$ cat src/rtl/rw_reg_bank_pkg.sv
// ============================================================================
// Module : rw_reg_bank_pkg
// Desc   : Shared types and key constants for the rw_reg_bank register block.
// Rev    : 1.0 - initial release
// ============================================================================
`default_nettype none

package rw_reg_bank_pkg;

    typedef enum logic [1:0] {
        UNLOCKED  = 2'd0,
        KEY1_WAIT = 2'd1,
        LOCKED    = 2'd2
    } lock_state_e;

    localparam logic [7:0] LOCK_KEY0  = 8'h5A;
    localparam logic [7:0] LOCK_KEY1  = 8'hA5;
    localparam logic [7:0] UNLOCK_KEY = 8'hC3;

endpackage

`default_nettype wire

$ cat src/rtl/rw_reg_bank_lock_fsm.sv
// ============================================================================
// Module : rw_reg_bank_lock_fsm
// Desc   : Two-key write-lock sequencer; unlock only from test mode.
// Rev    : 1.0 - initial release
// ============================================================================
`default_nettype none

module rw_reg_bank_lock_fsm
    import rw_reg_bank_pkg::*;
(
    input  logic       i_clk,
    input  logic       i_rst_n,
    input  logic       i_lock_wr,
    input  logic       i_any_wr,
    input  logic [7:0] i_wdata_lo,
    input  logic       i_test_mode,
    output logic       o_locked,
    output logic       o_lock_deny
);

    lock_state_e r_state;
    lock_state_e w_next;

    always_ff @(posedge i_clk or negedge i_rst_n) begin
        if (!i_rst_n) begin
            r_state <= UNLOCKED;
        end else begin
            r_state <= w_next;
        end
    end

    always_comb begin
        w_next = r_state;
        case (r_state)
            UNLOCKED: begin
                if (i_lock_wr && (i_wdata_lo == LOCK_KEY0)) begin
                    w_next = KEY1_WAIT;
                end
            end
            KEY1_WAIT: begin
                // The second key must be the very next write, wherever it lands
                if (i_any_wr) begin
                    w_next = (i_lock_wr && (i_wdata_lo == LOCK_KEY1)) ? LOCKED : UNLOCKED;
                end
            end
            LOCKED: begin
                if (i_lock_wr && i_test_mode && (i_wdata_lo == UNLOCK_KEY)) begin
                    w_next = UNLOCKED;
                end
            end
            default: w_next = UNLOCKED;
        endcase
    end

    always_comb begin
        o_locked    = (r_state == LOCKED);
        o_lock_deny = (r_state == LOCKED) && i_lock_wr && !i_test_mode;
    end

endmodule

`default_nettype wire

$ cat src/rtl/rw_reg_bank.sv
// ============================================================================
// Module : rw_reg_bank
// Desc   : Mode-gated R/W register bank with CRC, access masks, key lock and
//          error reporting. Optional parity: define RW_REG_BANK_PARITY_EN.
// Rev    : 1.0 - initial release
// ============================================================================
`default_nettype none

module rw_reg_bank
    import rw_reg_bank_pkg::*;
#(
    parameter int                       DW           = 8,
    parameter int                       AW           = 8,
    parameter int                       CRC_W        = 8,
    parameter int                       NUM_REG      = 4,
    parameter logic [AW-1:0]            BASE_ADDR    = {AW{1'b0}},
    parameter logic [NUM_REG*DW-1:0]    DEFAULT_VAL  = {NUM_REG*DW{1'b0}},
    parameter logic [NUM_REG-1:0]       TEST_WR_MASK = {NUM_REG{1'b1}},
    parameter logic [NUM_REG-1:0]       TEST_RD_MASK = {NUM_REG{1'b1}},
    parameter logic [NUM_REG-1:0]       CFG_WR_MASK  = {NUM_REG{1'b1}},
    parameter logic [NUM_REG-1:0]       CFG_RD_MASK  = {NUM_REG{1'b1}},
    parameter int                       ERR_CNT_W    = 4
) (
    input  logic                    i_clk,
    input  logic                    i_rst_n,
    input  logic                    i_wen,
    input  logic                    i_ren,
    input  logic                    i_test_mode_status,
    input  logic                    i_cfg_mode_status,
    input  logic [AW-1:0]           i_addr,
    input  logic [DW-1:0]           i_wdata,
    input  logic [CRC_W-1:0]        i_crc_data,
    output logic [DW-1:0]           o_rdata,
    output logic [CRC_W-1:0]        o_rcrc,
    output logic                    o_rvld,
    output logic [NUM_REG*DW-1:0]   o_reg_data,
    output logic                    o_locked,
    output logic                    o_err,
    output logic [ERR_CNT_W-1:0]    o_err_cnt
`ifdef RW_REG_BANK_PARITY_EN
    ,
    output logic                    o_par_err
`endif
);

    // One extra address bit keeps the range check exact when the bank ends at the top
    localparam logic [AW:0] c_base      = {1'b0, BASE_ADDR};
    localparam logic [AW:0] c_num       = (AW+1)'(NUM_REG);
    localparam logic [AW:0] c_lock_addr = c_base + c_num;

    logic [AW:0]          w_addr_ext;
    logic [AW:0]          w_off;
    logic                 w_reg_hit;
    logic                 w_lock_hit;
    logic                 w_mode_any;
    logic                 w_locked;
    logic                 w_lock_deny;
    logic [NUM_REG-1:0]   w_sel;
    logic [NUM_REG-1:0]   w_wr_perm;
    logic [NUM_REG-1:0]   w_rd_perm;
    logic [DW-1:0]        w_rd_data;
    logic [CRC_W-1:0]     w_rd_crc;
    logic                 w_deny;
    logic                 w_cnt_inc;

    logic [DW-1:0]        r_data [NUM_REG];
    logic [CRC_W-1:0]     r_crc  [NUM_REG];
    logic [DW-1:0]        r_rdata;
    logic [CRC_W-1:0]     r_rcrc;
    logic                 r_rvld;
    logic                 r_err;
    logic [ERR_CNT_W-1:0] r_err_cnt;

    assign w_addr_ext = {1'b0, i_addr};
    assign w_off      = w_addr_ext - c_base;
    assign w_reg_hit  = (w_addr_ext >= c_base) && (w_off < c_num);
    assign w_lock_hit = (w_addr_ext == c_lock_addr);
    assign w_mode_any = i_test_mode_status | i_cfg_mode_status;

    rw_reg_bank_lock_fsm u_lock_fsm (
        .i_clk       (i_clk),
        .i_rst_n     (i_rst_n),
        .i_lock_wr   (i_wen & w_lock_hit & w_mode_any),
        .i_any_wr    (i_wen),
        .i_wdata_lo  (i_wdata[7:0]),
        .i_test_mode (i_test_mode_status),
        .o_locked    (w_locked),
        .o_lock_deny (w_lock_deny)
    );

    for (genvar k = 0; k < NUM_REG; k++) begin : g_reg
        assign w_sel[k]     = w_reg_hit && (w_off == (AW+1)'(k));
        assign w_wr_perm[k] = (i_test_mode_status & TEST_WR_MASK[k]) |
                              (i_cfg_mode_status & CFG_WR_MASK[k] & ~w_locked);
        assign w_rd_perm[k] = (i_test_mode_status & TEST_RD_MASK[k]) |
                              (i_cfg_mode_status & CFG_RD_MASK[k]);

        always_ff @(posedge i_clk or negedge i_rst_n) begin
            if (!i_rst_n) begin
                r_data[k] <= DEFAULT_VAL[k*DW +: DW];
                r_crc[k]  <= '0;
            end else if (i_wen && w_sel[k] && w_wr_perm[k]) begin
                r_data[k] <= i_wdata;
                r_crc[k]  <= i_crc_data;
            end
        end

        assign o_reg_data[k*DW +: DW] = r_data[k];
    end

    // Read mux and denial detection share the same decode
    always_comb begin
        w_rd_data = '0;
        w_rd_crc  = '0;
        w_deny    = 1'b0;
        for (int k = 0; k < NUM_REG; k++) begin
            if (w_sel[k]) begin
                if (i_wen && !w_wr_perm[k]) begin
                    w_deny = 1'b1;
                end
                if (i_ren) begin
                    if (w_rd_perm[k]) begin
                        w_rd_data = r_data[k];
                        w_rd_crc  = r_crc[k];
                    end else begin
                        w_deny = 1'b1;
                    end
                end
            end
        end
        if (w_lock_hit) begin
            if (i_wen && (!w_mode_any || w_lock_deny)) begin
                w_deny = 1'b1;
            end
            if (i_ren) begin
                if (w_mode_any) begin
                    w_rd_data = {{(DW-1){1'b0}}, w_locked};
                end else begin
                    w_deny = 1'b1;
                end
            end
        end
    end

`ifdef RW_REG_BANK_PARITY_EN
    logic [NUM_REG-1:0] r_par;
    logic               w_par_bad;
    logic               r_par_err;

    for (genvar k = 0; k < NUM_REG; k++) begin : g_par
        always_ff @(posedge i_clk or negedge i_rst_n) begin
            if (!i_rst_n) begin
                r_par[k] <= ^DEFAULT_VAL[k*DW +: DW];
            end else if (i_wen && w_sel[k] && w_wr_perm[k]) begin
                r_par[k] <= ^i_wdata;
            end
        end
    end

    always_comb begin
        w_par_bad = 1'b0;
        for (int k = 0; k < NUM_REG; k++) begin
            if (i_ren && w_sel[k] && w_rd_perm[k] && (r_par[k] != ^r_data[k])) begin
                w_par_bad = 1'b1;
            end
        end
    end

    always_ff @(posedge i_clk or negedge i_rst_n) begin
        if (!i_rst_n) begin
            r_par_err <= 1'b0;
        end else begin
            r_par_err <= w_par_bad;
        end
    end

    assign o_par_err = r_par_err;
    assign w_cnt_inc = w_deny | w_par_bad;
`else
    assign w_cnt_inc = w_deny;
`endif

    always_ff @(posedge i_clk or negedge i_rst_n) begin
        if (!i_rst_n) begin
            r_rdata   <= '0;
            r_rcrc    <= '0;
            r_rvld    <= 1'b0;
            r_err     <= 1'b0;
            r_err_cnt <= '0;
        end else begin
            r_rvld  <= i_ren;
            r_rdata <= i_ren ? w_rd_data : '0;
            r_rcrc  <= i_ren ? w_rd_crc : '0;
            r_err   <= w_deny;
            if (w_cnt_inc && (r_err_cnt != {ERR_CNT_W{1'b1}})) begin
                r_err_cnt <= r_err_cnt + 1'b1;
            end
        end
    end

    assign o_rdata   = r_rdata;
    assign o_rcrc    = r_rcrc;
    assign o_rvld    = r_rvld;
    assign o_err     = r_err;
    assign o_err_cnt = r_err_cnt;
    assign o_locked  = w_locked;

endmodule

`default_nettype wire

$ cat config.mk
export PLATFORM = sky130hd
export DESIGN_NAME = rw_reg_bank
export DESIGN_NICKNAME = d
export VERILOG_FILES = /design/src/rtl/rw_reg_bank_pkg.sv /design/src/rtl/rw_reg_bank_lock_fsm.sv /design/src/rtl/rw_reg_bank.sv
export SDC_FILE = /design/constraint.sdc
export NUM_CORES = 1
export LEC_CHECK = 0
export ABC_CLOCK_PERIOD_IN_PS = 4850
export CAP_MARGIN = 20
export CORE_MARGIN = 10
export CORE_UTILIZATION = 40
export DETAILED_ROUTE_END_ITERATION = 8
export PLACE_DENSITY = 0.65
export SLEW_MARGIN = 20
export SYNTH_ARGS = -nofsm -noshare
export SYNTH_HDL_FRONTEND = slang
export SYNTH_SLANG_ARGS = --single-unit
$ cat constraint.sdc
create_clock -name i_clk -period 4.85 [get_ports i_clk]
set_input_delay 0.485 -clock i_clk [delete_from_list [all_inputs] [get_ports i_clk]]
set_output_delay 0.485 -clock i_clk [all_outputs]
set_load 0.01 [all_outputs]
==> metrics.md <==
| Metric | Value |
|---|---|
| Pint | between 1 and 1.5 mW |
| Clock Skews | 10.91 ps |
| Tcrit/Tclk final | roughly three fifths |
| CTS buffer count | 9 |
| Leakage | 2.346 nW |
| Prevailing post-synth register cell | dfrtp_1 |
| Initial antenna violation count | 0 |
| P_sw | 0.3578 mW |
| Die height | 119.6 um |
| CP max-delay cell | clkdlybuf4s50_1 |
| Synth async-reset ratio | 100.0% |
| Synth Register Bits | 88 |
| Post-synth top cells | 88 x dfrtp_1, 51 x mux2_2, 14 x mux2_1 |
| Synthesized Nets | a little over 300 |
| Final setup TNS | 0 ps |
| Slew headroom | 37.12% |
| Clock-pin slew on the worst setup and hold paths | 90 ps |
| Via Count | 2,602 |
| First-pass detailed-route iteration total | 4 |
| Die X | 119.6 um |
| IO Port Bufs | 84 |
| Seq/Total Area, Yosys | 55.54% |
| Die footprint | 0.01429 mm2 |
| Nets | 390 |
| Net switching share of the total power | 24.53% |
| Crit path from | i_addr[1] |
| Top cell type's share of synthesized area | a little under three fifths |
| Vias in the first global route | 2,740 |
| TritonCTS clock tree | built |
| Cell Area, Synth | a little under 0.004 mm2 |
| Routability cong. | 0.7963 |
| Pins Over Slew Limit | 0 |
| CTS max path bufs | 2 |
| # placed instances | between 400 and 500 |
| P&R area growth vs syn | 28.40% |
| Root Driver | clkbuf_8 |
| Post-synth EDFFs | 0 |
| Most common cell in the netlist | dfrtp_1 |
| Crit-path cells | clkdlybuf4s50_1 > or2_2 > nor2_1 > and4b_1 > mux2_2 |
| # setup viols final | 0 |
| CTS resizes | 0 |
| Synthesized instance count | 279 |
| Hold_buf cts | 0 |
| Layout cells sized above 1 | roughly a quarter |
| Setup Fix Bufs, Post-CTS | 0 |
| Register share of total power | 52.9% |
| Initial Utilization | 40.75% |
| CTS H-Tree Depth | 3 |
| Maximum resistive drop on vdd | 0.1468 mV |
| Syn Area/Cell | 14.21 um2 |
| Crit Path Class | in -> reg |
| Critical Path Source Type | input port |
| Critical-path maximum fanout | 21 |
| Rows | 36 |
| Final setup margin | 1854 ps |
| Post-route ant nets | 0 |
| Combinational share of power | 9.8% |
| Avg WL per Cell | 20.24 um |
| Hold WC Path Type | in -> async |
| Post-route DRC | 0 |
| Post-Place Worst Slack | approximately 1400 ps |
| Worst Tran Pin Value | 943.2 ps |
| Pwr per Cell Area | between 200 and 300 mW/mm2 |
| # IOs | 85 |
| Detailed router's first-iteration violation count | 128 |
| Clk_lat worst skew | 360 ps |
| Crit path DAT | ~3200 ps |
| Post-synth cell types | 43 |
| Post-route minimum period | 2996 ps |
| Maximum cell stage delay along the critical path | 870 ps |
| Hold Violations, Final | 0 |
| Worst r2r src | u_lock_fsm.r_state[1] |
| Final instance area | approximately 0.005 mm2 |
| Yosys warns | 0 |
| WL final | around 10 mm |
| Clock Sink Count | 88 |
| RSZ-0062 raised after global routing | no |
| Critical Path End Type | register |
| Status | finished, final reports clean |
| Largest net degree at the start of global routing | between 50 and 60 |
| Clock power frac | 37.3% |
| Post-synth top area cell | dfrtp_1 |
| Fmax | about 330 MHz |
| Total global routing overflow | 0 |
| GRT Overall Usage | 14.21% |
| Fin cells | 497 |
| Ranking of synthesized cells by area | dfrtp_1 56%, mux2_2 14%, mux4_2 5.1%, mux2_1 4.0%, nand2b_1 1.7% |
| Placed cell area | 0.004876 mm2 |
| DR vias/cell | 5.235 |
| First-pass GRT wire length | 15.99 mm |
| Total core area | 0.009729 mm2 |
| Antenna Cells | 0 |
| Final Util | 52.33% |
| Number of max-cap violations | 0 |
| Req. time, crit path | ~5100 ps |
| Dpl hpwl | 7.008 mm |
==> flip-flops by register name, indices dropped and copies added (netlist names) <==
register / cells
o_reg_data: 32
r_crc: 32
o_rcrc: 8
o_rdata: 8
o_err_cnt: 4
u_lock_fsm.r_state: 2
o_err: 1
o_rvld: 1
==> worst max-delay path, delay by kind of cell <==
family	cells	cell delay, ps
simple gates	3	1440
mux	1	410
buf+inv	1	870
==> layout by cell type, fill, tap and decap left out, types with 2 or more instances in the layout <==
master / instances
a21oi_1: 10
a2bb2oi_1: 7
a31oi_1: 2
a32o_1: 2
a41oi_1: 2
and3_1: 10
and4b_1: 3
buf_4: 3
clkbuf_8: 11
clkdlybuf4s50_1: 83
clkinv_4: 2
dfrtp_1: 88
inv_1: 2
mux2_1: 14
mux2_2: 51
mux4_2: 9
nand2_1: 10
nand2b_1: 11
nand3_1: 2
nand4_1: 2
nor2_1: 3
nor2b_1: 4
nor3_1: 2
nor3b_1: 2
nor4bb_1: 2
o211ai_1: 7
or2_2: 2
==> path summary, 6_finish.rpt <==
path                              to  slack [ps]  cells after the start
min in group i_clk         r_crc[19]         490                      1
hold / removal             o_rcrc[1]          60                      1
setup / recovery           r_crc[28]        1850                      5
max in group asynchronous  r_crc[18]        3740                      2
setup reg to reg           r_crc[22]        2730                      4
hold reg to reg            r_crc[19]         490                      1
==> cell families after synthesis <==
kind of cell | Yosys count | synth area share, %
compound gates | 33 | 5.996
xor+xnor | 1 | 0.2209
fa+ha+maj | 1 | 0.3155
buf+inv | 19 | 2.934
flops | 88 | 55.54
mux | 74 | 23.57
simple gates | 63 | 11.42
==> final cells by class <==
class / instances / area [um2]
clock buffer: 11 / 151.4
clock inverter: 5 / 63.81
fill: 868 / 4638
inverter: 2 / 7.507
multi-input combinational: 172 / 1647
sequential: 88 / 2202
tap: 133 / 166.4
timing repair buffer: 86 / 853.3
==> through the flow <==
step	power, mW	hold WS (ps)
floorplan	0.8409	189.4
global placement	0.9286	462.4
detailed placement	0.9313	462.1
CTS	1.471	74.41
global route	1.519	77.71
finish	1.459	56.59
==> routing by layer <==
layer | track usage, % | routed length [um] | part of all wire (%) | vias up
li1 | - | - | - | 1197
met1 | 18.50 | 4625 | 46 | 1325
met2 | 22.35 | 4788 | 48 | 70
met3 | 3.844 | 496 | 4.9 | 10
met4 | 5.053 | 149 | 1.5 | 0
met5 | 0 | 0 | 0 | -
==> power groups by stage <==
stage	Combinational, mW	Sequential [mW]	Clock [mW]
floorplan	0.0532	0.788	0
global placement	0.143	0.785	0
detailed placement	0.145	0.786	0
CTS	0.146	0.771	0.553
global route	0.156	0.775	0.588
finish	0.143	0.771	0.544
No activity file was read; power rests on OpenSTA's default activity.
